==> config.mk <==
export PLATFORM = sky130hd
export DESIGN_NAME = uart_tx_arbiter
export DESIGN_NICKNAME = d
export VERILOG_FILES = /design/src/rtl/uart_pkg.sv /design/src/rtl/uart_rr_pick.sv /design/src/rtl/uart_tx_arbiter.sv
export SDC_FILE = /design/constraint.sdc
export NUM_CORES = 1
export LEC_CHECK = 0
export ABC_CLOCK_PERIOD_IN_PS = 3300
export BUFFER_PORTS_ARGS = -buffer_cell sky130_fd_sc_hd__buf_4
export CAP_MARGIN = 30
export CORE_MARGIN = 4
export CORE_UTILIZATION = 51
export CTS_CLUSTER_SIZE = 40
export DETAILED_ROUTE_END_ITERATION = 6
export GPL_TIMING_DRIVEN = 0
export PLACE_DENSITY = 0.85
export SYNTH_ARGS = -nofsm -noshare
export SYNTH_HDL_FRONTEND = slang
export SYNTH_SLANG_ARGS = --single-unit
==> constraint.sdc <==
create_clock -name clk -period 3.3 [get_ports clk]
set_input_delay 0.66 -clock clk [delete_from_list [all_inputs] [get_ports clk]]
set_output_delay 0.66 -clock clk [all_outputs]
set_load 0.05 [all_outputs]
==> src/rtl/uart_pkg.sv <==
// Shared definitions for the multi-client UART transmit path:
// arbiter FSM states, req_cfg field offsets and parity-type encodings.
package uart_pkg;

   typedef enum logic [2:0] {
      IDLE    = 3'd0,
      GRANT   = 3'd1,
      SEND    = 3'd2,
      WAIT    = 3'd3,
      RELEASE = 3'd4,
      HOLDOFF = 3'd5
   } arb_state_e;

   // Per-requester 4-bit cfg word: {data_length, stop_bits, parity_type[1:0]}
   localparam int CFG_PAR_LO = 0;
   localparam int CFG_STOP   = 2;
   localparam int CFG_LEN    = 3;

   typedef enum logic [1:0] {
      PAR_NONE = 2'b00,
      PAR_ODD  = 2'b01,
      PAR_EVEN = 2'b10,
      PAR_MARK = 2'b11
   } parity_e;

endpackage

==> src/rtl/uart_rr_pick.sv <==
// Combinational round-robin picker: returns the first set request at or
// after ptr, wrapping modulo N_REQ. Usable by any multi-client UART block.
module uart_rr_pick #(
   parameter int N_REQ = 4,
   parameter int ID_W  = 2
) (
   input  logic [N_REQ-1:0] req,
   input  logic [ID_W-1:0]  ptr,
   output logic             found,
   output logic [ID_W-1:0]  idx
);

   // Scan from the farthest offset back toward ptr so the nearest set request wins.
   always_comb begin
      found = 1'b0;
      idx   = '0;
      for (int k = N_REQ - 1; k >= 0; k--) begin
         if (req[(int'(ptr) + k) % N_REQ]) begin
            found = 1'b1;
            idx   = ID_W'((int'(ptr) + k) % N_REQ);
         end
      end
   end

endmodule

==> src/rtl/uart_tx_arbiter.sv <==
// Round-robin arbiter sharing one UART transmitter among N_REQ clients.
// Optional frame timeout abort: define UART_ARB_TIMEOUT_EN.
//
// state   | meaning
// IDLE    | no owner; wait for any req
// GRANT   | pick winner, latch its byte and cfg into tx_* registers
// SEND    | tx_send high, wait for synchronized tx_active
// WAIT    | tx_send high, wait for rising edge of synchronized tx_done
// RELEASE | one cycle: ack to owner, tx_send low, pointer advanced
// HOLDOFF | tx_send low until PISO shows inactive and not done
module uart_tx_arbiter
   import uart_pkg::*;
#(
   parameter int N_REQ       = 4,
   parameter int ID_W        = 2,
   parameter int TIMEOUT_CYC = 65535
) (
   input  logic               clk,
   input  logic               rst,
   input  logic [N_REQ-1:0]   req,
   input  logic [8*N_REQ-1:0] req_data,
   input  logic [4*N_REQ-1:0] req_cfg,
   output logic [N_REQ-1:0]   ack,
   output logic               busy,
   output logic [ID_W-1:0]    grant_id,
   output logic               tx_send,
   output logic [7:0]         tx_data,
   output logic [1:0]         tx_parity_type,
   output logic               tx_data_length,
   output logic               tx_stop_bits,
   input  logic               tx_active,
   input  logic               tx_done,
   output logic               err
);

   localparam logic [ID_W-1:0] LAST_ID = ID_W'(N_REQ - 1);

   arb_state_e        state_q, state_d;
   logic [ID_W-1:0]   ptr_q, ptr_d;
   logic [ID_W-1:0]   grant_id_q, grant_id_d;
   logic              tx_send_q, tx_send_d;
   logic [7:0]        tx_data_q, tx_data_d;
   logic [1:0]        tx_par_q, tx_par_d;
   logic              tx_len_q, tx_len_d;
   logic              tx_stop_q, tx_stop_d;
   logic              busy_q, busy_d;
   logic [N_REQ-1:0]  ack_q, ack_d;
   logic              err_q, err_d;

   logic act_s1_q, act_s2_q;
   logic done_s1_q, done_s2_q, done_s3_q;
   logic done_rise;

   logic              pick_found;
   logic [ID_W-1:0]   pick_idx;
   logic [7:0]        sel_data;
   logic [3:0]        sel_cfg;
   logic [ID_W-1:0]   next_id;
   logic              tmo_hit;

   uart_rr_pick #(
      .N_REQ (N_REQ),
      .ID_W  (ID_W)
   ) u_pick (
      .req   (req),
      .ptr   (ptr_q),
      .found (pick_found),
      .idx   (pick_idx)
   );

   assign sel_data  = req_data[8*int'(pick_idx) +: 8];
   assign sel_cfg   = req_cfg[4*int'(pick_idx) +: 4];
   assign next_id   = (grant_id_q == LAST_ID) ? '0 : grant_id_q + ID_W'(1);
   assign done_rise = done_s2_q & ~done_s3_q;

`ifdef UART_ARB_TIMEOUT_EN
   logic [15:0] tmo_cnt_q, tmo_cnt_d;

   // Abort fires on the edge where the counter would reach TIMEOUT_CYC.
   assign tmo_hit = (tmo_cnt_q == 16'(TIMEOUT_CYC - 1));

   // Frame timer: cleared while granting, counts while the frame is outstanding.
   always_comb begin
      tmo_cnt_d = tmo_cnt_q;
      if (state_q == GRANT) begin
         tmo_cnt_d = '0;
      end else if (state_q == SEND || state_q == WAIT) begin
         tmo_cnt_d = tmo_cnt_q + 16'd1;
      end
   end

   // Frame timer register.
   always_ff @(posedge clk or negedge rst) begin
      if (!rst) tmo_cnt_q <= '0;
      else      tmo_cnt_q <= tmo_cnt_d;
   end
`else
   logic [15:0] unused_timeout;
   assign tmo_hit        = 1'b0;
   assign unused_timeout = 16'(TIMEOUT_CYC);
`endif

   // Bring PISO status from the baud domain into clk; extra done stage for edge detect.
   always_ff @(posedge clk or negedge rst) begin
      if (!rst) begin
         act_s1_q  <= 1'b0;
         act_s2_q  <= 1'b0;
         done_s1_q <= 1'b0;
         done_s2_q <= 1'b0;
         done_s3_q <= 1'b0;
      end else begin
         act_s1_q  <= tx_active;
         act_s2_q  <= act_s1_q;
         done_s1_q <= tx_done;
         done_s2_q <= done_s1_q;
         done_s3_q <= done_s2_q;
      end
   end

   // Next-state and next-output logic; outputs are registered so they change with the state.
   always_comb begin
      state_d    = state_q;
      ptr_d      = ptr_q;
      grant_id_d = grant_id_q;
      tx_send_d  = tx_send_q;
      tx_data_d  = tx_data_q;
      tx_par_d   = tx_par_q;
      tx_len_d   = tx_len_q;
      tx_stop_d  = tx_stop_q;
      busy_d     = busy_q;
      ack_d      = '0;
      err_d      = 1'b0;
      case (state_q)
         IDLE: begin
            if (|req) state_d = GRANT;
         end
         GRANT: begin
            if (pick_found) begin
               grant_id_d = pick_idx;
               tx_data_d  = sel_data;
               tx_par_d   = sel_cfg[CFG_PAR_LO +: 2];
               tx_stop_d  = sel_cfg[CFG_STOP];
               tx_len_d   = sel_cfg[CFG_LEN];
               tx_send_d  = 1'b1;
               busy_d     = 1'b1;
               state_d    = SEND;
            end else begin
               busy_d  = 1'b0;
               state_d = IDLE;
            end
         end
         SEND, WAIT: begin
            // Completion wins over a coincident timeout so ack and err never overlap.
            if (done_rise) begin
               tx_send_d         = 1'b0;
               busy_d            = 1'b0;
               ack_d[grant_id_q] = 1'b1;
               ptr_d             = next_id;
               state_d           = RELEASE;
            end else if (tmo_hit) begin
               tx_send_d = 1'b0;
               busy_d    = 1'b0;
               err_d     = 1'b1;
               ptr_d     = next_id;
               state_d   = HOLDOFF;
            end else if (state_q == SEND && act_s2_q) begin
               state_d = WAIT;
            end
         end
         RELEASE: begin
            state_d = HOLDOFF;
         end
         HOLDOFF: begin
            if (!act_s2_q && !done_s2_q) state_d = IDLE;
         end
         default: begin
            tx_send_d = 1'b0;
            busy_d    = 1'b0;
            state_d   = IDLE;
         end
      endcase
   end

   // FSM and output registers.
   always_ff @(posedge clk or negedge rst) begin
      if (!rst) begin
         state_q    <= IDLE;
         ptr_q      <= '0;
         grant_id_q <= '0;
         tx_send_q  <= 1'b0;
         tx_data_q  <= '0;
         tx_par_q   <= PAR_NONE;
         tx_len_q   <= 1'b0;
         tx_stop_q  <= 1'b0;
         busy_q     <= 1'b0;
         ack_q      <= '0;
         err_q      <= 1'b0;
      end else begin
         state_q    <= state_d;
         ptr_q      <= ptr_d;
         grant_id_q <= grant_id_d;
         tx_send_q  <= tx_send_d;
         tx_data_q  <= tx_data_d;
         tx_par_q   <= tx_par_d;
         tx_len_q   <= tx_len_d;
         tx_stop_q  <= tx_stop_d;
         busy_q     <= busy_d;
         ack_q      <= ack_d;
         err_q      <= err_d;
      end
   end

   assign ack            = ack_q;
   assign busy           = busy_q;
   assign grant_id       = grant_id_q;
   assign tx_send        = tx_send_q;
   assign tx_data        = tx_data_q;
   assign tx_parity_type = tx_par_q;
   assign tx_data_length = tx_len_q;
   assign tx_stop_bits   = tx_stop_q;
   assign err            = err_q;

endmodule
==> results of run 1 <==
## placed cells by master, fill, tap and decap left out, drive strengths merged, types with 4 or more instances in the layout
master and instances:
ha 4, o211ai 12, buf 87, o21ai 4, a211o 12, mux2i 13
nand2 16, dfrtp 30, clkbuf 9, o31ai 12, inv 6, and2 5
a21oi 5, nand4 12, nor2 6
## logic make-up (layout without fill, tap and decap cells)
family / count (synthesis) / count (layout) / share of synthesized area, %
AOI/OAI and AO/OA: 52 / 52 / 24.4
other: 1 / 1 / 0.209
DFF: 30 / 30 / 41.9
buffers and inverters: 21 / 104 / 6.77
muxes: 15 / 15 / 8.52
and+or+nand+nor: 51 / 51 / 15.4
adders and majority gates: 4 / 4 / 2.79
## metal layers
metal	GRT usage [%]	up-vias	share of wire, %
li1	-	818	-
met1	28.3	812	42
met2	35.6	79	50
met3	5.49	5	7.2
met4	7.09	0	0.99
met5	0	-	0
## synthesized netlist by cell type, drive strengths merged
master,n,area (sq um)
nor2,6,25.0
a21oi,5,28.8
and2,5,31.3
nor3,3,26.3
o32ai,1,8.76
or2,1,6.26
a31o,1,8.76
a22oi,2,15.0
conb,1,3.75
o21ai,4,20.0
buf,12,86.3
o31ai,12,90.1
mux2,2,22.5
o211ai,12,135
nor4,1,6.26
and3,2,17.5
a21o,1,7.51
dfrtp,30,751
clkbuf,3,12.5
inv,6,22.5
nand2b,3,18.8
mux2i,13,130
ha,4,50.1
nand2,16,60.1
o2bb2ai,2,17.5
nand4,12,75.1
nand3,2,10.0
a211o,12,105
## registers in the layout, summed over array words and instances, names as in the netlist
name	count
ptr_q	2
tx_stop_bits	1
busy	1
tx_send	1
ack	4
done_s3_q	1
state_q	3
done_s1_q	1
grant_id	2
tx_data	8
tx_parity_type	2
done_s2_q	1
act_s1_q	1
act_s2_q	1
tx_data_length	1
## worst max-delay path: stages
cell,delay (ps)
buf_4,130
nor4_1,350
nor2_1,120
nand3_1,120
buf_4,190
buf_4,200
mux2_2,340
## cell type report
class	count	area (sq um)	share of cell area (%)
multi-input cells	123	920	37.1
flip-flops and latches	30	751	30.3
repair buffers	75	563	22.7
plain buffers	15	98.8	3.99
well taps	46	57.6	2.32
clock buffers	6	51.3	2.07
inverters	6	22.5	0.910
clock inverters	2	12.5	0.505
## per-stage QoR
| stage | setup WS, ps | cells | power [mW] | instance area, sq um |
|---|---|---|---|---|
| floorplan | 1410 | 174 | 1.53 | 1790 |
| global placement | 1060 | 295 | 1.86 | 2410 |
| detailed placement | 1090 | 295 | 1.90 | 2410 |
| CTS | 1400 | 303 | 2.13 | 2480 |
| global route | 1330 | 303 | 2.26 | 2480 |
| finish | 1400 | 303 | 2.12 | 2480 |
## power by group
| group | total [mW] | internal [mW] | switching (mW) |
|---|---|---|---|
| clock | 0.228 | 0.102 | 0.126 |
| sequential | 0.605 | 0.501 | 0.104 |
| combinational | 1.29 | 0.480 | 0.810 |
## path summary, 6_finish.rpt
kind                                     end  depth (start not counted)     start  slack, ps
setup reg to reg           tx_parity_type[1]                          6  ptr_q[1]       1470
hold reg to reg                     act_s2_q                          0  act_s1_q        360
setup / recovery                 grant_id[0]                          7    req[1]       1400
hold / removal                    tx_data[4]                          1       rst        240
min in group clk                    act_s2_q                          0  act_s1_q        360
max in group asynchronous          done_s2_q                          1       rst       2780
==> out/metrics.cfg, run 1 <==
[sta]
fmax_mhz = 528
rsz0062_at_grt = false
relSlewSlack_pct = 51.1
hold_viol_final = 0
worst_hold_slack_ps = 242
max_slew.worst_pin.slew_ps = 727
fin_setup_tns_ps = 0
finClkSkew_ps = 3.18
final-max-slew-violation-count = 0
setup_viol = 0
min_period_ps = 1900
final.period_utilization_pct = 57.4

[clocking]
path_clk_slew_ps = 90
cts_root_buffer = clkbuf_4
clockBufferDepth = 2
postCtsSetupRepairBufs = 0
cts_buffers = 5
cts-hold-fix-buffers = 0
cts.sinks = 30
clk_latency_ps = 320
htreeDepth = 2
cts_resized = 0
cts_tree = yes

[pwr]
p_leak_nw = 1.21
ir_drop_uv = 503
p_per_area_nw_per_um2 = 857

[floorplan]
fp.dieArea_sq_um = 4530
dieWidth_um = 67.3
core_area_sq_um = 3360
core.rowCount = 21
start_util_pct = 53.3
ios = 77
die_y_um = 67.3

[finish]
nets = 316
drive_gt1_share_pct = 44.4
syn_to_final_growth_pct = 38.2
fillers = 285
num_antenna_cells = 0
fin_util_pct = 73.6

[placed_design]
place_congestion = 0.836
hpwl_mm = 3.60
port_buffers = 75

[drt]
vias = 1714
finalWirelength_mm = 4.75
drt_iter0_markers = 110
via_per_inst = 5.66
post_drt_wl_per_cell_um = 15.7
drtPass1Iterations = 4
drc_errors = 0
antenna_left = 0

[worst_setup_path]
cp-start-kind = primary input
crit_path_end_kind = flip-flop
crit_fanout = 10
critPathKind = in2reg
required_ps = 3520
critPathArrivalTime_ps = 2110

[synthesis]
synth_cell_types = 39
syn_area_sq_um = 1790
ys_seq_area_share_pct = 41.9
ys_ff_latch = 30
synthCells = 174
syn_nets = 234
ys.warnings.count = 0
syn_area_per_cell_sq_um = 10.3

[global_route]
grt_pass1_vias = 1617
grt_usage_pct = 21.8
grt_max_degree = 31
antenna_found_initial = 0
grt_pass1_wl_mm = 7.33
overflow = 0

[status]
status = finished clean

[worst_hold_path]
holdCritPathClass = in2async

[flow_run]
cap_violations = 0

Power figures use the tool's default switching activity.
==> inputs of run 2 (changes only) <==
--- a/config.mk
+++ b/config.mk
@@ -5,15 +5,15 @@
 export SDC_FILE = /design/constraint.sdc
 export NUM_CORES = 1
 export LEC_CHECK = 0
-export ABC_CLOCK_PERIOD_IN_PS = 3300
+export ABC_CLOCK_PERIOD_IN_PS = 1820
 export BUFFER_PORTS_ARGS = -buffer_cell sky130_fd_sc_hd__buf_4
 export CAP_MARGIN = 30
 export CORE_MARGIN = 4
-export CORE_UTILIZATION = 51
+export CORE_UTILIZATION = 47
 export CTS_CLUSTER_SIZE = 40
 export DETAILED_ROUTE_END_ITERATION = 6
 export GPL_TIMING_DRIVEN = 0
-export PLACE_DENSITY = 0.85
+export PLACE_DENSITY = 0.79
 export SYNTH_ARGS = -nofsm -noshare
 export SYNTH_HDL_FRONTEND = slang
 export SYNTH_SLANG_ARGS = --single-unit
==> constraint.sdc (replaced) <==
create_clock -name clk -period 1.82 [get_ports clk]
set_input_delay 0.364 -clock clk [delete_from_list [all_inputs] [get_ports clk]]
set_output_delay 0.364 -clock clk [all_outputs]
set_load 0.05 [all_outputs]
==> run 2 against run 1 <==
The run now ends with hold timing left. Setup slack worse by 1300 ps. Largest cell class unchanged. Via count down 3.6%. Critical path depth down 1. Sequential power up 82%. Count of clock-buffer cells in the layout unchanged. Final cell count up 0.99%. Highest routed layer unchanged. First-iteration DRC count down 40%. Routed wire length down 0.84%. Utilization down 2.9 points. Clock skew down 0.61 ps.
==> out/metrics.cfg, run 2 (same netlist as run 1, synthesis figures left out) <==
[sta]
min_period_ps = 1710
hold_viol_final = 18  ; +18
rsz0062_at_grt = true
finClkSkew_ps = 2.57  ; -0.610 ps
worst_hold_slack_ps = -5.45  ; -248 ps
setup_viol = 0  ; unchanged
final.period_utilization_pct = 93.9
fmax_mhz = 585
finalWorstSetupSlack_ps = 110  ; -1290 ps
final-max-slew-violation-count = 0  ; unchanged

[worst_setup_path]
crit_fanout = 10  ; unchanged
r2r_slack_ps = 110  ; -1360 ps
required_ps = 2020  ; -1500 ps
r2r-end = tx_data[1]
cp-start-kind = flip-flop
critPathArrivalTime_ps = 1910  ; -200 ps
reg2reg_from = ptr_q[1]
r2r_cells = 6  ; unchanged
crit_path_start = ptr_q[1]
crit_path_end_kind = flip-flop
critPathKind = reg2reg

[status]
status = complete, but fails checks
violations = hold timing

[clocking]
cts-hold-fix-buffers = 0  ; unchanged
clk_latency_ps = 280  ; -40 ps
cts.sinks = 30  ; unchanged
path_clk_slew_ps = 60  ; -30 ps
htreeDepth = 2  ; unchanged
cts_root_buffer = clkbuf_8
cts_tree = yes
clockBufferDepth = 2  ; unchanged
cts_buffers = 5  ; unchanged

[finish]
largest_register_ff_count = 8  ; unchanged
fin_util_pct = 70.7  ; -2.9 points
register_area_sq_um = 752  ; +0.17%
nets = 317  ; +0.32%
num_antenna_cells = 0  ; unchanged
syn_to_final_growth_pct = 44.6
drive_gt1_share_pct = 46.5  ; +2.2 points
fillers = 292  ; +2.5%
final_common_cell = buf_4
final_cell_mix = 80 x buf_4, 29 x dfrtp_1, 16 x nand2_1
multiInputGateArea_sq_um = 940  ; +2.2%

[global_route]
antenna_found_initial = 0  ; unchanged
grt_pass1_wl_mm = 7.69  ; +5.0%
grt_usage_pct = 20.2  ; -1.6 points
grt_pass1_vias = 1664  ; +2.9%
overflow = 0  ; unchanged
grt_max_degree = 31  ; unchanged

[drt]
drtPass1Iterations = 4  ; unchanged
drt_iter0_markers = 66  ; -40%
post_drt_wl_per_cell_um = 15.4  ; -1.8%
vias = 1652  ; -3.6%
antenna_left = 0  ; unchanged
via_per_inst = 5.40  ; -4.6%
finalWirelength_mm = 4.71  ; -0.84%
drc_errors = 0  ; unchanged

[placed_design]
port_buffers = 75  ; unchanged
hpwl_mm = 3.44  ; -4.6%
place_congestion = 0.879  ; +5.1%
dp_slack_ps = -87.3  ; -1180 ps

[floorplan]
start_util_pct = 48.9  ; -4.3 points
die_y_um = 69.7  ; +3.7%
fp.dieArea_sq_um = 4860  ; +7.5%
ios = 77  ; unchanged
core_area_sq_um = 3660  ; +8.9%
core.rowCount = 22  ; +4.8%
dieWidth_um = 69.7  ; +3.7%

[pwr]
p_per_area_nw_per_um2 = 1660  ; +93%
p_leak_nw = 1.25  ; +3.7%
ir_drop_uv = 972  ; +93%

[flow_run]
cap_violations = 0  ; unchanged

[worst_hold_path]
holdCritPathClass = in2async

==> run 2: repair_timing <==
action | CTS | global route
setup endpoints to repair | 5 | 11
pin swaps | 1 | 0
gates resized for setup | 0 | 8
buffers inserted | 1 | 0
cloned | 0 | 0
==> run 2: power by group <==
part / switching [mW] / total, mW / internal [mW]
registers: 0.186 / 1.10 / 0.912
logic: 1.47 / 2.36 / 0.890
clock network: 0.251 / 0.834 / 0.584
==> run 2: per-stage QoR <==
step / setup TNS [ps] / instances / cell area (sq um) / total power, mW / hold WS [ps]
after global placement: -99.5 / 297 / 2410 / 3.38 / 311
final: 0 / 306 / 2590 / 4.29 / -5.45
after detailed placement: -87.3 / 297 / 2410 / 3.43 / 313
after floorplan: 0 / 174 / 1790 / 2.77 / 68.4
after global routing: -1.14 / 306 / 2590 / 4.54 / 21.7
after CTS: 0 / 306 / 2560 / 4.29 / 4.84
==> run 2: how the worst max path moves through the flow <==
stage | end | slack, ps | cells past startpoint
6_report | tx_data[1] | 110 | 6
5_1_grt | tx_data[2] | -1 | 6
4_1_cts | tx_data[1] | 20 | 6
3_5_place_dp | grant_id[0] | -90 | 7
3_3_place_gp | grant_id[0] | -90 | 7
2_1_floorplan | tx_data[2] | 210 | 6
==> run 2: area by class of cell <==
type,count,area share [%]
Multi-Input combinational cell,123,36.3
Sequential cell,30,29.0
Timing Repair Buffer,76,22.0
Buffer,15,3.96
Clock buffer,6,3.19
Clock inverter,2,2.32
Tap cell,48,2.32
Inverter,6,0.870
==> run 2: worst max-delay path, cell delays in order (launching register included) <==
cell and delay [ps]:
dfrtp_2 450, nand2b_1 210, a21oi_4 230, clkbuf_4 250, o31ai_1 90, a211o_1 310
o211ai_1 90
==> run 2: routing by layer <==
layer / track usage [%] / share of wire, % / wire length [um]
met1: 25.9 / 42 / 1990
met4: 9.79 / 1.6 / 73
met3: 4.20 / 6.5 / 304
met5: 0 / 0 / 0
met2: 32.2 / 50 / 2340
==> inputs of run 3 (changes only) <==
--- a/config.mk
+++ b/config.mk
@@ -14,6 +14,7 @@
 export DETAILED_ROUTE_END_ITERATION = 6
 export GPL_TIMING_DRIVEN = 0
 export PLACE_DENSITY = 0.79
+export REMOVE_ABC_BUFFERS = 1
 export SYNTH_ARGS = -nofsm -noshare
 export SYNTH_HDL_FRONTEND = slang
 export SYNTH_SLANG_ARGS = --single-unit
==> run 3 against run 2 <==
The flow now finishes without violations. Critical path type unchanged. Clock skew up 3.4 ps. Largest cell class unchanged. Register-to-register slack about the same. Combinational power about the same. Highest routed layer unchanged. Critical endpoint is now tx_data[4].
==> out/metrics.cfg, run 3 (same netlist as run 1, synthesis figures left out) <==
[status]
status = finished clean

[drt]
vias = 1658  ; +0.36%
drtPass1Iterations = 4  ; unchanged
post_drt_wl_per_cell_um = 15.2  ; -1.1%
finalWirelength_mm = 4.49  ; -4.7%
drt_iter0_markers = 127  ; +92%
via_per_inst = 5.62  ; +4.1%
antenna_left = 0  ; unchanged
drc_errors = 0  ; unchanged

[global_route]
overflow = 0  ; unchanged
grt_max_degree = 31  ; unchanged
antenna_found_initial = 0  ; unchanged
grt_pass1_vias = 1688  ; +1.4%
grt_usage_pct = 19.3  ; -0.83 points
grt_pass1_wl_mm = 7.65  ; -0.62%

[placed_design]
placed_cells = 284  ; -4.4%
port_buffers = 75  ; unchanged
place_congestion = 0.740  ; -16%
hpwl_mm = 3.21  ; -6.5%
placed_area_sq_um = 2350  ; -2.6%

[worst_setup_path]
slowest_delay_ps = 450  ; about the same
required_ps = 1970  ; -50 ps
crit_fanout = 13  ; +3
crit_family = compound AO/OA/AOI/OAI gates
critPathArrivalTime_ps = 1880  ; -30 ps
critPathKind = reg2reg
worst-path-buf-inv = 1  ; unchanged
crit_slowest_cell = dfrtp_2
crit_path_end_kind = flip-flop
cp-start-kind = flip-flop
timing.critical_path.cells = nand2b_1 -> a21oi_4 -> nor3_4 -> buf_12 -> mux2i_1 -> o211ai_2

[sta]
min_period_ps = 1720  ; +14.5 ps
worst_hold_slack_ps = 1.41  ; +6.86 ps
hold_viol_final = 0  ; -18
relSlewSlack_pct = 52.7
final-max-slew-violation-count = 0  ; unchanged
finClkSkew_ps = 6.00  ; +3.43 ps
fmax_mhz = 580  ; -0.84%
max_slew.worst_pin.slew_ps = 705
final.period_utilization_pct = 94.7  ; +0.80 points
setup_viol = 0  ; unchanged
fin_setup_tns_ps = 0  ; unchanged
rsz0062_at_grt = false

[floorplan]
die_y_um = 69.7  ; unchanged
core_area_sq_um = 3660  ; unchanged
start_util_pct = 48.9  ; unchanged
fp.dieArea_sq_um = 4860  ; unchanged
ios = 77  ; unchanged
core.rowCount = 22  ; unchanged
dieWidth_um = 69.7  ; unchanged

[pwr]
p_per_area_nw_per_um2 = 1620  ; -2.0%
ir_drop_uv = 1100  ; +13%
seqPwrFrac_pct = 27.2  ; +1.6 points
internal-power_mw = 2.22  ; -7.0%
p_switching_mw = 1.91  ; +0.24%
p_clk_share_pct = 15.2  ; -4.3 points
sw_frac_of_total_pct = 46.2  ; +1.9 points
p_leak_nw = 1.22  ; -2.6%
power.share.combinational_pct = 57.6  ; +2.7 points

[finish]
stdcell_area_sq_um = 2540  ; -1.8%
syn_to_final_growth_pct = 42.0
nets = 306  ; -3.5%
fillers = 288  ; -1.4%
drive_gt1_share_pct = 45.3  ; -1.2 points
largest_register_ff_count = 8  ; unchanged
num_antenna_cells = 0  ; unchanged
final_cell_mix = 78 x buf_4, 29 x dfrtp_1, 16 x nand2_1
fin_cells = 295  ; -3.6%
final_common_cell = buf_4

[clocking]
clockBufferDepth = 2  ; unchanged
clk_latency_ps = 280  ; about the same
path_clk_slew_ps = 70  ; about the same
cts_buffers = 5  ; unchanged
htreeDepth = 2  ; unchanged
cts_root_buffer = clkbuf_8
cts-hold-fix-buffers = 0  ; unchanged
cts.sinks = 30  ; unchanged
cts_tree = yes

[worst_hold_path]
holdCritPathClass = in2async

[flow_run]
cap_violations = 0  ; unchanged

## run 3: layout make-up
cell class / instances / area, sq um / share of cell area (%)
multi-input combinational: 123 / 966 / 38.0
sequential: 30 / 752 / 29.6
timing repair buffer: 80 / 633 / 24.9
clock buffer: 8 / 110 / 4.33
tap: 48 / 60.1 / 2.36
inverter: 6 / 22.5 / 0.885
## run 3: repair_timing
action | 4_1_cts | 5_1_grt
resized for setup | 6 | 4
buffers inserted | 2 | 1
pin swaps | 1 | 0
setup endpoints to repair | 13 | 12
## run 3: power groups by stage
stage	clock (mW)	combinational [mW]	sequential (mW)
2_1_floorplan	0	0.953	1.69
3_3_place_gp	0	2.14	1.11
3_5_place_dp	0	2.26	1.11
4_1_cts	0.638	2.35	1.11
5_1_grt	0.664	2.56	1.16
6_report	0.628	2.38	1.12
## run 3: path summary, 6_finish.rpt
check / start / to / slack [ps] / cells past startpoint
min reg2reg: done_s1_q / done_s2_q / 350 / 0
max reg2reg: ptr_q[1] / tx_data[4] / 100 / 6
min: rst / done_s3_q / 1 / 1
min in group clk: tx_done / done_s1_q / 190 / 1
max: ptr_q[1] / tx_data[4] / 100 / 6
max in group asynchronous: rst / ptr_q[1] / 1520 / 1
## run 3: per-stage QoR
step | setup WS [ps] | power (mW) | util [%]
3_5_place_dp | -574 | 3.37 | 64.2
4_1_cts | 28.5 | 4.10 | 68.8
5_1_grt | 3.66 | 4.39 | 69.5
2_1_floorplan | -265 | 2.65 | -
3_3_place_gp | -912 | 3.25 | 63.3
6_report | 95.9 | 4.13 | 69.5
## run 3: worst reg2reg max path: stages (launching register included)
cell and delay, ps:
dfrtp_2 450, nand2b_1 210, a21oi_4 400, nor3_4 80, buf_12 160, mux2i_1 190, o211ai_2 90
## run 3: metal layers
| layer | track usage, % | wire length, um | vias to the layer above |
|---|---|---|---|
| met3 | 7.68 | 441 | 10 |
| met2 | 30.2 | 2150 | 70 |
| met5 | 0 | 0 | - |
| met1 | 24.2 | 1800 | 784 |
| li1 | - | - | 794 |
| met4 | 6.81 | 89 | 0 |
